### src/rtl/seq_det_ctrl.sv
`default_nettype none
// ============================================================================
// Module   : seq_det_ctrl
// Brief    : Run-controlled serial pattern detector with a programmable sample rate
// Revision : 1.0
// ============================================================================
module seq_det_ctrl #(
    parameter int CNT_W = 8
) (
    input  logic             clk,
    input  logic             reset,
    input  logic             start,
    input  logic             stop,
    input  logic             cfg_we,
    input  logic [7:0]       cfg_pattern,
    input  logic [3:0]       cfg_len,
    input  logic             cfg_overlap,
    input  logic [15:0]      cfg_div,
    input  logic             w,
    output logic             running,
    output logic             sample_tick,
    output logic             out,
    output logic [CNT_W-1:0] det_count,
    output logic             cfg_err
);

    typedef enum logic [0:0] {
        ST_IDLE = 1'b0,
        ST_RUN  = 1'b1
    } state_t;

    localparam logic [CNT_W-1:0] C_CNT_MAX = '1;

    state_t           r_state;
    logic [7:0]       r_pattern;
    logic [3:0]       r_len;
    logic             r_overlap;
    logic [15:0]      r_div;
    logic [15:0]      r_tick_cnt;
    logic [7:0]       r_shreg;
    logic [3:0]       r_fill;
    logic [CNT_W-1:0] r_det_count;
    logic             r_cfg_err;

    logic             w_cfg_len_ok;
    logic             w_tick;
    logic             w_match;
    logic [7:0]       w_window;
    logic [7:0]       w_mask;

    assign w_cfg_len_ok = (cfg_len != 4'd0) && (cfg_len <= 4'd8);
    assign w_tick       = (r_state == ST_RUN) && (r_tick_cnt == r_div);

    // The incoming bit completes the window, so a match is visible in the tick cycle itself.
    assign w_window = {r_shreg[6:0], w};
    assign w_mask   = 8'hFF >> (4'd8 - r_len);
    assign w_match  = w_tick && (r_fill >= (r_len - 4'd1))
                      && (((w_window ^ r_pattern) & w_mask) == 8'd0);

    always_ff @(posedge clk) begin
        if (reset) begin
            r_state     <= ST_IDLE;
            r_tick_cnt  <= 16'd0;
            r_shreg     <= 8'd0;
            r_fill      <= 4'd0;
            r_det_count <= '0;
            r_cfg_err   <= 1'b0;
            r_pattern   <= 8'b0000_0011;
            r_len       <= 4'd4;
            r_overlap   <= 1'b1;
            r_div       <= 16'd9;
        end else begin
            r_cfg_err <= cfg_we && ((r_state == ST_RUN) || !w_cfg_len_ok);

            if (cfg_we && (r_state == ST_IDLE) && w_cfg_len_ok) begin
                r_pattern <= cfg_pattern;
                r_len     <= cfg_len;
                r_overlap <= cfg_overlap;
                r_div     <= cfg_div;
            end

            case (r_state)
                ST_IDLE: begin
                    if (start && !stop) begin
                        r_state     <= ST_RUN;
                        r_tick_cnt  <= 16'd0;
                        r_shreg     <= 8'd0;
                        r_fill      <= 4'd0;
                        r_det_count <= '0;
                    end
                end
                ST_RUN: begin
                    if (w_tick) begin
                        r_tick_cnt <= 16'd0;
                        r_shreg    <= w_window;
                        if (w_match && !r_overlap) begin
                            r_fill <= 4'd0;
                        end else if (r_fill < r_len) begin
                            r_fill <= r_fill + 4'd1;
                        end
                        if (w_match && (r_det_count != C_CNT_MAX)) begin
                            r_det_count <= r_det_count + CNT_W'(1);
                        end
                    end else begin
                        r_tick_cnt <= r_tick_cnt + 16'd1;
                    end
                    // A stop coinciding with a matching tick still records that match above.
                    if (stop) begin
                        r_state <= ST_IDLE;
                    end
                end
            endcase
        end
    end

    assign running     = (r_state == ST_RUN);
    assign sample_tick = w_tick;
    assign out         = w_match;
    assign det_count   = r_det_count;
    assign cfg_err     = r_cfg_err;

endmodule
`default_nettype wire

### config.mk
export PLATFORM = sky130hd
export DESIGN_NAME = seq_det_ctrl
export DESIGN_NICKNAME = d
export VERILOG_FILES = /design/src/rtl/seq_det_ctrl.sv
export SDC_FILE = /design/constraint.sdc
export NUM_CORES = 1
export LEC_CHECK = 0
export CAP_MARGIN = 30
export CORE_UTILIZATION = 55
export DETAILED_ROUTE_END_ITERATION = 16
export MAX_ROUTING_LAYER = met4
export PLACE_DENSITY = 0.8
export SLEW_MARGIN = 20
export SYNTH_ARGS = -nofsm -noshare
export SYNTH_HDL_FRONTEND = slang
export SYNTH_SLANG_ARGS = --single-unit
### constraint.sdc
create_clock -name clk -period 2.7 [get_ports clk]
set_input_delay 0.405 -clock clk [delete_from_list [all_inputs] [get_ports clk]]
set_output_delay 0.405 -clock clk [all_outputs]
set_load 0.01 [all_outputs]
# After elaboration in Yosys (flattened, before gate mapping)
# Cells that the tools add are included.
[totals]
regBits = 66
word_cells = 64
inputBits = 35
output_inout_bits = 12
[classes]
bitwise_logic = 3
shifts = 1
eq_ne = 6
reduce_logical = 19
magnitude_cmp = 3
n_mux = 17
addsub = 5
[ops]
columns = ["operator", "count"]
rows = [
  ["$mux 16", 2],
  ["$pmux 16 s2", 1],
  ["$mux 8", 3],
  ["$add 16x1->16 const B", 1],
  ["$eq 16x16->1", 1],
  ["$mux 4", 4],
  ["$pmux 8 s2", 1],
  ["$pmux 7 s2", 1],
  ["$logic_and 1x1->1", 10],
  ["$add 8x1->8 const B", 1],
  ["$and 8x8->8", 1],
  ["$logic_not 8->1", 1],
  ["$ne 8x8->1 const B", 1],
  ["$pmux 4 s2", 1],
  ["$shr 8x4->8 const A", 1],
  ["$xor 8x8->8", 1],
  ["$mux 7", 1],
  ["$ne 2x1->1 const B", 3],
  ["$reduce_and 3->1", 2],
  ["$add 4x1->4 const B", 1],
  ["$ge 4x4->1", 1],
  ["$le 4x4->1 const B", 1],
  ["$lt 4x4->1", 1],
  ["$reduce_bool 4->1", 1],
  ["9 further kinds", 12],
]

# Longest topological paths before layout
# Gate-level depths: netlist (run 1).
[logic_depth]
ltp_word = 9
depth_mapped = 10
depth_no_buf = 9

# Least setup slack after synthesis (run 1)
# OpenSTA, ideal clock, no wires.
[synth_timing]
kind = "reg2out"
from = "register r_len[0]"
to = "output port out"
path_slack_ns = 0.344
path_stages_with_launch = 9
arrival_time_ns = 1.951
path_cell_list = "dfxtp_1 > inv_1 > ha_1 > ha_1 > nand2_1 > a22oi_1 > o2111ai_1 > o21a_1 > nor3_1"
[synth_via]
elab_chain_len = 5
elab_cells_between_ends = 8
classes_between = "add/sub (2); order compare (1); shift (1); bitwise (1); reduce/logical (3)"
[synth_rtl]
columns = ["item", "line", "text"]
rows = [
  ["from (decl)", "36", "logic [3:0] r_len;"],
  ["from (signal assigned)", "77", "r_len <= cfg_len;"],
  ["$sub 4x4->4", "56", "assign w_mask = 8'hFF >> (4'd8 - r_len);"],
  ["$shr 8x4->8", "56", ""],
  ["$and 8x8->8", "58", "&& (((w_window ^ r_pattern) & w_mask) == 8'd0);"],
  ["$logic_not 8->1", "58", ""],
  ["$logic_and 1x1->1 *", "58", ""],
  ["to (decl)", "22", "output logic out,"],
]
# Every way passes the cells marked *; elsewhere a longest branch is shown, timed or not.

# Worst setup path after layout (run 1)
[layout_timing]
from = "register r_len[1]"
to = "output port out"
# Same word-level chain as after synthesis.

==> results.cfg, run 1 <==
[floorplan]
die_x_um = 81.37
fp.dieH_um = 81.37
io_pins = 47
fp.coreArea_um2 = 5991
start_util = 0.5783
row_count = 28
dieArea_um2 = 6620

[logic_synthesis]
yosysWarnings = 0
syn_inst = 395
synth_cell_type_count = 44
yosysSeqAreaShare = 0.3814
synth_async_sr_flop_share = 0
synth-main-ff-cell = dfxtp_1
ys_ff_latch = 66
synth_area_um2 = 3465
synthTopCellsByArea = dfxtp_1, mux2i_1, ha_1
synth_edf_count = 0
synthesis.nets = 446
avgSynthCellArea_um2 = 8.771
yosysTopAreaCell = dfxtp_1
synth_top_area_frac = 0.3814

[final_layout]
regArea_um2 = 1331
drive_gt1_frac = 0.1351
num_antenna_cells = 0
stdcell_count = 534
final_nets = 506
syn2layout_area_growth_pct = 26.36
fillerInstances = 458
multiInputGateArea_um2 = 2034

[power]
peakVddDrop_mv = 0.4149
swShare = 0.2513
intPower_mw = 1.667
power.leakage_nw = 1.641
seqPwrFrac = 0.463
clkPwrFrac = 0.398
power_density_nw_per_um2 = 508.7
p_comb_frac = 0.139
p_sw_uw = 559.5

[drt]
drtIter0Drc = 218
wl_per_cell_um = 15.68
drc = 0
drt.antenna.violating_nets = 0
dr_total_vias = 3130
avgViaCountPerCell = 5.861
drtPass1Iterations = 4
drt_wl_total_um = 8373

[setup_path]
cp_cell_sequence = buf_4, nor3_2, xnor2_1, ha_2, nor3_1, a211o_1, nor3_2, buf_4, buf_6
worst_setup_path_start_kind = flip-flop
cp.arrival_ns = 2.17
worstSetupPathType = reg2out
max_stage_delay_ns = 0.33
crit_path_top_delay_cell = dfxtp_2
end_kind = output pin
worstPathMaxFanout = 3
worst-endpoint-required_ns = 2.30

[sta]
finalCriticalPeriod_ns = 2.578
rsz0062_at_grt = no
finClkSkew_ns = 0.008080
setup_violations = 0
tightest_slew_ns = 0.6073
report.final.hold_viol_count = 0
drv_slew = 0
worst_slack_ns = 0.1221
tns_ns = 0
hold_ws_ns = 0.4950
slew_headroom = 0.5936
fmax_mhz = 387.9
period_share = 0.9548

[placed_design]
placed_cells = 517
place_ws_ns = -0.1118
portBuffers = 46
dp_hpwl_um = 6007
gp_congestion = 0.8679

[global_routing]
grt_pass1_vias = 2943
overflow = 0
antenna_found_initial = 0
track_usage = 0.2815
grt_max_degree = 31
grt_pass1_wl_um = 13540

[clocking]
cts_made_buffers = 9
cts-root-buf = clkbuf_8
cts.sinks = 66
cts_max_level = 3
cts_tree = built
clk_latency_ns = 0.35
clk_pin_slew_worst_paths_ns = 0.07
cts.path.max_buffers = 2

[hold_path]
min_path_type = reg2reg

[job]
drv_cap = 0

[outcome]
outcome = finished, final reports clean
[logic make-up (layout without fill, tap and decap cells)]
kind of cell             Yosys count  count (layout)  share of synthesized area
flip-flops                        66              66                     0.3814
adder cells (fa/ha/maj)           16              16                    0.05778
multiplexers                      26              26                    0.07512
AND/OR/NAND/NOR                  140             140                     0.2001
XOR/XNOR                          27              27                    0.06826
buffers and inverters             37             101                    0.04586
AO/OA/AOI/OAI                     83              83                     0.1716
[path summary, 6_finish.rpt]
path / startpoint / to / slack (ns) / depth (start not counted)
worst max-delay path: r_len[1] / out / 0.12 / 9
worst min-delay path: r_shreg[2] / r_shreg[3] / 0.49 / 2
worst max register to register: r_len[1] / det_count[3] / 0.22 / 10
worst min register to register: r_shreg[2] / r_shreg[3] / 0.49 / 2
[power by group through the flow]
stage / logic [mW] / registers, mW / clock network [mW]
after global placement: 0.288 / 1.05 / 0
after CTS: 0.306 / 1.03 / 0.899
after detailed placement: 0.296 / 1.05 / 0
final: 0.310 / 1.03 / 0.887
after global routing: 0.342 / 1.03 / 0.945
after floorplan: 0.183 / 1.04 / 0
[flip-flops by register name (all words and copies together), names as in the netlist]
register,cells
cfg_err,1
det_count,8
r_div,16
r_fill,4
r_len,4
r_overlap,1
r_pattern,8
r_shreg,7
r_tick_cnt,16
running,1
[cell usage after synthesis, drive strengths merged, types with 11 or more instances]
master / count
a21oi: 20
mux2i: 26
dfxtp: 66
nor2: 41
a311oi: 15
ha: 16
o21ai: 11
nand3: 21
xnor2: 21
clkbuf: 13
nand2: 27
inv: 15
[worst max-delay path: cells and delay by family, from the launching register on]
family	cells	cell delay (ns)
and+or+nand+nor	3	0.36
buffers and inverters	3	0.37
AOI/OAI and AO/OA	1	0.31
xor gates and xnor gates	1	0.20
adders and majority gates	1	0.25
DFF	1	0.33
[layer usage]
metal / up-vias / GRT usage / wire length, um
met5: - / - / 0
li1: 1553 / - / -
met4: 0 / 0.1179 / 191
met1: 1487 / 0.3285 / 3618
met3: 17 / 0.08090 / 357
met2: 73 / 0.4500 / 4205
[final cells by class]
type,count,share of cell area
Multi-Input combinational cell,292,0.4647
Sequential cell,66,0.3041
Timing Repair Buffer,71,0.1498
Clock buffer,9,0.02829
Tap cell,75,0.02143
Clock inverter,6,0.01886
Inverter,15,0.01286
[layout by cell type, fill, tap and decap left out, types with 9 or more instances in the layout]
cell type        count
dfxtp_1             58
clkdlybuf4s50_1     43
nor2_1              41
nand2_1             27
mux2i_1             26
buf_4               24
xnor2_1             21
nand3_1             21
a21oi_1             20
a311oi_1            15
inv_1               13
ha_1                13
o21ai_0             11
clkbuf_8             9
[through the flow]
step / util / power [mW] / cell area (um^2)
finish: 0.7308 / 2.227 / 4378
global route: 0.7308 / 2.319 / 4378
detailed placement: 0.6840 / 1.347 / 4098
floorplan: - / 1.227 / 3465
CTS: 0.7266 / 2.234 / 4353
global placement: 0.6840 / 1.338 / 4098
[timing repair]
item | CTS | global route
hold endpoints to repair | 0 | 0
setup buffers | 2 | 0
endpoints found under the setup margin | 2 | 1
gates resized for setup | 17 | 7
pin swaps | 8 | 7
hold buffers | 0 | 0
Power figures use the tool's default switching activity.
==> inputs of run 2 (changes only) <==
CORE_UTILIZATION = 43   (was 55)
PLACE_DENSITY = not set   (was 0.8)
SETUP_SLACK_MARGIN = 0.02   (was not set)
==> run 2 against run 1 <==
Maximum frequency is 0.38% lower. Critical path depth increased by 1. Highest routed layer unchanged. Setup slack lost 0.0099 ns. Sequential cell count did not move. First-iteration DRC count down 50%. Critical path type unchanged. Final cell count up 5.2%. Clock power up 6.2%. Register-to-register slack is essentially flat. Clock skew increased by 0.0022 ns. Combinational power is 1% higher. Die area up 27%.
==> results.cfg, run 2 (synthesized netlist as in run 1, its figures left out) <==
[drt]
drtIter0Drc = 110
drc = 0
route.met3.wl_um = 339
drtPass1Iterations = 4
wl_per_cell_um = 15.20
dr_total_vias = 3093
top_layer = met4
drt.antenna.violating_nets = 0
drt_wl_total_um = 8543
m1WireLength_um = 3855
avgViaCountPerCell = 5.504
met2WireLength_um = 4235

[sta]
drv_slew = 0
setup_violations = 0
finalCriticalPeriod_ns = 2.588
fmax_mhz = 386.4
tightest_slew_ns = 0.6871
finClkSkew_ns = 0.01029
slew_headroom = 0.5403
tns_ns = 0
period_share = 0.9584
worst_slack_ns = 0.1123
hold_ws_ns = 0.4839
rsz0062_at_grt = yes
report.final.hold_viol_count = 0

[power]
peakVddDrop_mv = 0.3699
power.leakage_nw = 1.645
power_density_nw_per_um2 = 515.5

[placed_design]
portBuffers = 46
place_ws_ns = -0.09378
gp_congestion = 0.8260
dp_hpwl_um = 6057

[clocking]
cts_made_buffers = 9
cts.sinks = 66
clk_latency_ns = 0.34
holdBufCountCts = 0
cts_max_level = 3
cts_tree = built
cts-root-buf = clkbuf_8
clk_pin_slew_worst_paths_ns = 0.08
cts.path.max_buffers = 2

[floorplan]
dieArea_um2 = 8420
io_pins = 47
fp.coreArea_um2 = 7767
start_util = 0.4460
row_count = 32
die_x_um = 91.76
fp.dieH_um = 91.76

[hold_path]
min_path_type = reg2reg

[global_routing]
grt_pass1_vias = 2970
overflow = 0
grt_max_degree = 35
antenna_found_initial = 0
track_usage = 0.2214
grt_pass1_wl_um = 14300

[final_layout]
num_antenna_cells = 0
final_cell_mix = dfxtp_1, clkdlybuf4s50_1, nor2_1
largestRegisters = r_div: 16 flops, r_tick_cnt: 16 flops
drive_gt1_frac = 0.1391
final_common_cell = dfxtp_1
syn2layout_area_growth_pct = 28.06
final_nets = 506

[setup_path]
worstSetupPathType = reg2out
worstPathMaxFanout = 4
cp.arrival_ns = 2.18
reg2reg_slack_ns = 0.22
worst_setup_path_start_kind = flip-flop
worst-endpoint-required_ns = 2.30
end_kind = output pin

[job]
drv_cap = 0

[outcome]
outcome = finished, final reports clean
## run 2: power by group
group          total, mW  switching (mW)  leakage [nW]  internal, mW
Clock              0.942           0.396         0.109         0.547
Sequential          1.03          0.0266         0.540          1.00
Combinational      0.314           0.157         0.997         0.156
## run 2: per-stage QoR
stage / utilization / power, mW / cells / cell area (um^2)
after floorplan: - / 1.227 / 395 / 3465
after global placement: 0.5309 / 1.344 / 543 / 4124
after detailed placement: 0.5309 / 1.349 / 543 / 4124
after CTS: 0.5664 / 2.304 / 560 / 4399
final: 0.5712 / 2.287 / 562 / 4437
after global routing: 0.5712 / 2.393 / 562 / 4437
## run 2: area by class of cell
type / count / area [um^2]
clock buffers: 10 / 137.6
fillers: 716 / 3331
flip-flops and latches: 66 / 1331
inverters: 15 / 56.30
clock inverters: 6 / 88.84
well taps: 102 / 127.6
repair buffers: 71 / 659.4
multi-input cells: 292 / 2036
## run 2: final timing paths
check	to	cells after the start	startpoint
max	out	10	r_len[1]
min	r_shreg[6]	2	r_shreg[5]
max reg2reg	det_count[2]	10	r_len[1]
min reg2reg	r_shreg[6]	2	r_shreg[5]
## run 2: worst max-delay path: stages (launching register included)
cell and delay [ns]:
dfxtp_2 0.34, inv_2 0.05, ha_4 0.16, ha_4 0.28
nand2_2 0.05, a22oi_2 0.19, o2111ai_2 0.16, o21a_1 0.22
nor3_2 0.17, buf_4 0.13, buf_6 0.09
## run 2: per-layer routing
metal,global-route usage,vias to the layer above
met4,0.07292,0
met1,0.2747,1447
met2,0.3565,79
li1,-,1559
met3,0.05141,8
met5,-,-
## run 2: repair_timing
action                                  4_1_cts  5_1_grt
resized for setup                            16       11
endpoints found under the setup margin        2        2
hold endpoints to repair                      0        0
setup buffers                                 1        2
pin swaps                                     4        8
==> inputs of run 3 (changes only) <==
clock period = 2.4 ns   (was 2.7 ns; I/O delays follow)
==> run 3 against run 2 <==
The run now ends with negative setup slack left. Critical endpoint unchanged. Via count up 5.1%. Combinational power increased by 30%. Non-clock buffer count increased by 30. Clock power is 14% lower. Final cell count increased by 5.3%. Hold slack worse by 0.15 ns. Die area unchanged. Largest power group unchanged. Critical path type unchanged.
==> results.cfg, run 3 (synthesized netlist as in run 1, its figures left out) <==
[outcome]
outcome = finished with violations
failed_checks = negative setup slack

[sta]
drv_slew = 0
finalCriticalPeriod_ns = 2.510
setup_violations = 4
slew_headroom = 0.4772
tightest_slew_ns = 0.7833
worst_slack_ns = -0.1098
fmax_mhz = 398.4
report.final.hold_viol_count = 0
tns_ns = -0.1740
finClkSkew_ns = 0.01045
rsz0062_at_grt = yes
period_share = 1.046

[power]
swShare = 0.2837
power_density_nw_per_um2 = 495.4
power.leakage_nw = 1.825
power_mw = 2.378
peakVddDrop_mv = 0.3861
intPower_mw = 1.703
p_sw_uw = 674.5
p_comb_frac = 0.171
clkPwrFrac = 0.342
seqPwrFrac = 0.487

[placed_design]
portBuffers = 46
placed_cells = 569
dp_hpwl_um = 6339
gp_congestion = 0.8472

[setup_path]
crit_path_top_delay_cell = dfxtp_2
rr_endpoint = det_count[2]
r2r_cells = 11
timing.rr.start = r_len[1]
worstPathMaxFanout = 3
max_stage_delay_ns = 0.34
cp_top_family = buffers and inverters
cp.arrival_ns = 2.15
worstSetupPathType = reg2out
cp_cell_sequence = inv_2, buf_4, ha_4, xnor2_2, ha_4, nor3_1, a211o_1, nor3_2, buf_4, buf_6
worst-endpoint-required_ns = 2.04
cp_num_buf_inv = 4
worst_setup_path_start_kind = flip-flop
reg2reg_slack_ns = -0.03
end_kind = output pin

[hold_path]
min_to = r_pattern[3]
holdPathStages = 2
min_path_type = in2reg
min-delay-start = reset

[clocking]
cts_made_buffers = 9
cts.path.max_buffers = 2
cts.sinks = 66
cts_max_level = 3
cts-root-buf = clkbuf_8
cts_tree = built
clk_latency_ns = 0.34
clk_pin_slew_worst_paths_ns = 0.07
holdBufCountCts = 0

[drt]
drt.antenna.violating_nets = 0
avgViaCountPerCell = 5.490
wl_per_cell_um = 15.41
drt_wl_total_um = 9125
dr_total_vias = 3250
drtPass1Iterations = 4
drtIter0Drc = 72
drc = 0

[global_routing]
track_usage = 0.2349
grt_pass1_wl_um = 15210
antenna_found_initial = 0
grt_pass1_vias = 3188
overflow = 0
grt_max_degree = 51

[job]
drv_cap = 0

[final_layout]
drive_gt1_frac = 0.2367
num_antenna_cells = 0
final_nets = 536
largestRegisters = r_div: 16 flops, r_tick_cnt: 16 flops
final_cell_mix = dfxtp_1, buf_4, clkdlybuf4s50_1
final_common_cell = dfxtp_1
syn2layout_area_growth_pct = 38.53
stdcell_count = 592

[floorplan]
die_x_um = 91.76
start_util = 0.4460
io_pins = 47
fp.dieH_um = 91.76
row_count = 32
dieArea_um2 = 8420
fp.coreArea_um2 = 7767
[run 3: layout make-up]
| type | instances | area (um^2) |
|---|---|---|
| Timing Repair Buffer | 101 | 919.6 |
| Inverter | 15 | 56.30 |
| Sequential cell | 66 | 1343 |
| Fill cell | 666 | 2968 |
| Clock buffer | 9 | 123.9 |
| Clock inverter | 7 | 46.29 |
| Tap cell | 102 | 127.6 |
| Multi-Input combinational cell | 292 | 2183 |
[run 3: worst max path at each step]
stage,endpoint,startpoint,depth (start not counted)
2_1_floorplan,out,r_len[0],8
3_3_place_gp,out,r_len[0],10
3_5_place_dp,out,r_len[0],10
4_1_cts,out,r_len[1],10
5_1_grt,out,r_len[0],10
6_report,out,r_len[1],10
[run 3: per-stage QoR]
step | hold slack (ns) | worst slack, ns | area, um^2 | utilization
after floorplan | 0.4393 | 0.08911 | 3465 | -
after global placement | 0.4685 | -0.3512 | 4332 | 0.5577
after detailed placement | 0.4744 | -0.3934 | 4334 | 0.5580
after CTS | 0.3168 | -0.1668 | 4683 | 0.6029
after global routing | 0.3201 | -0.2638 | 4800 | 0.6179
final | 0.3320 | -0.1098 | 4800 | 0.6179
[run 3: per-layer routing]
layer,vias up,global-route usage,wire length [um]
li1,1621,-,-
met1,1524,0.2804,4013
met2,83,0.3904,4536
met3,22,0.05638,376
met4,0,0.07682,197
met5,-,-,0
[run 3: timing repair]
action	in CTS	in global routing
buffers inserted	6	1
pin swaps	18	16
gates resized for setup	35	28
setup endpoints to repair	8	11
gates cloned	0	0
[run 3: power by group through the flow]
stage / Sequential (mW) / Combinational (mW) / Clock, mW
2_1_floorplan: 1.18 / 0.205 / 0
3_3_place_gp: 1.18 / 0.356 / 0
3_5_place_dp: 1.18 / 0.363 / 0
4_1_cts: 1.16 / 0.387 / 0.839
5_1_grt: 1.16 / 0.444 / 0.893
6_report: 1.16 / 0.407 / 0.813
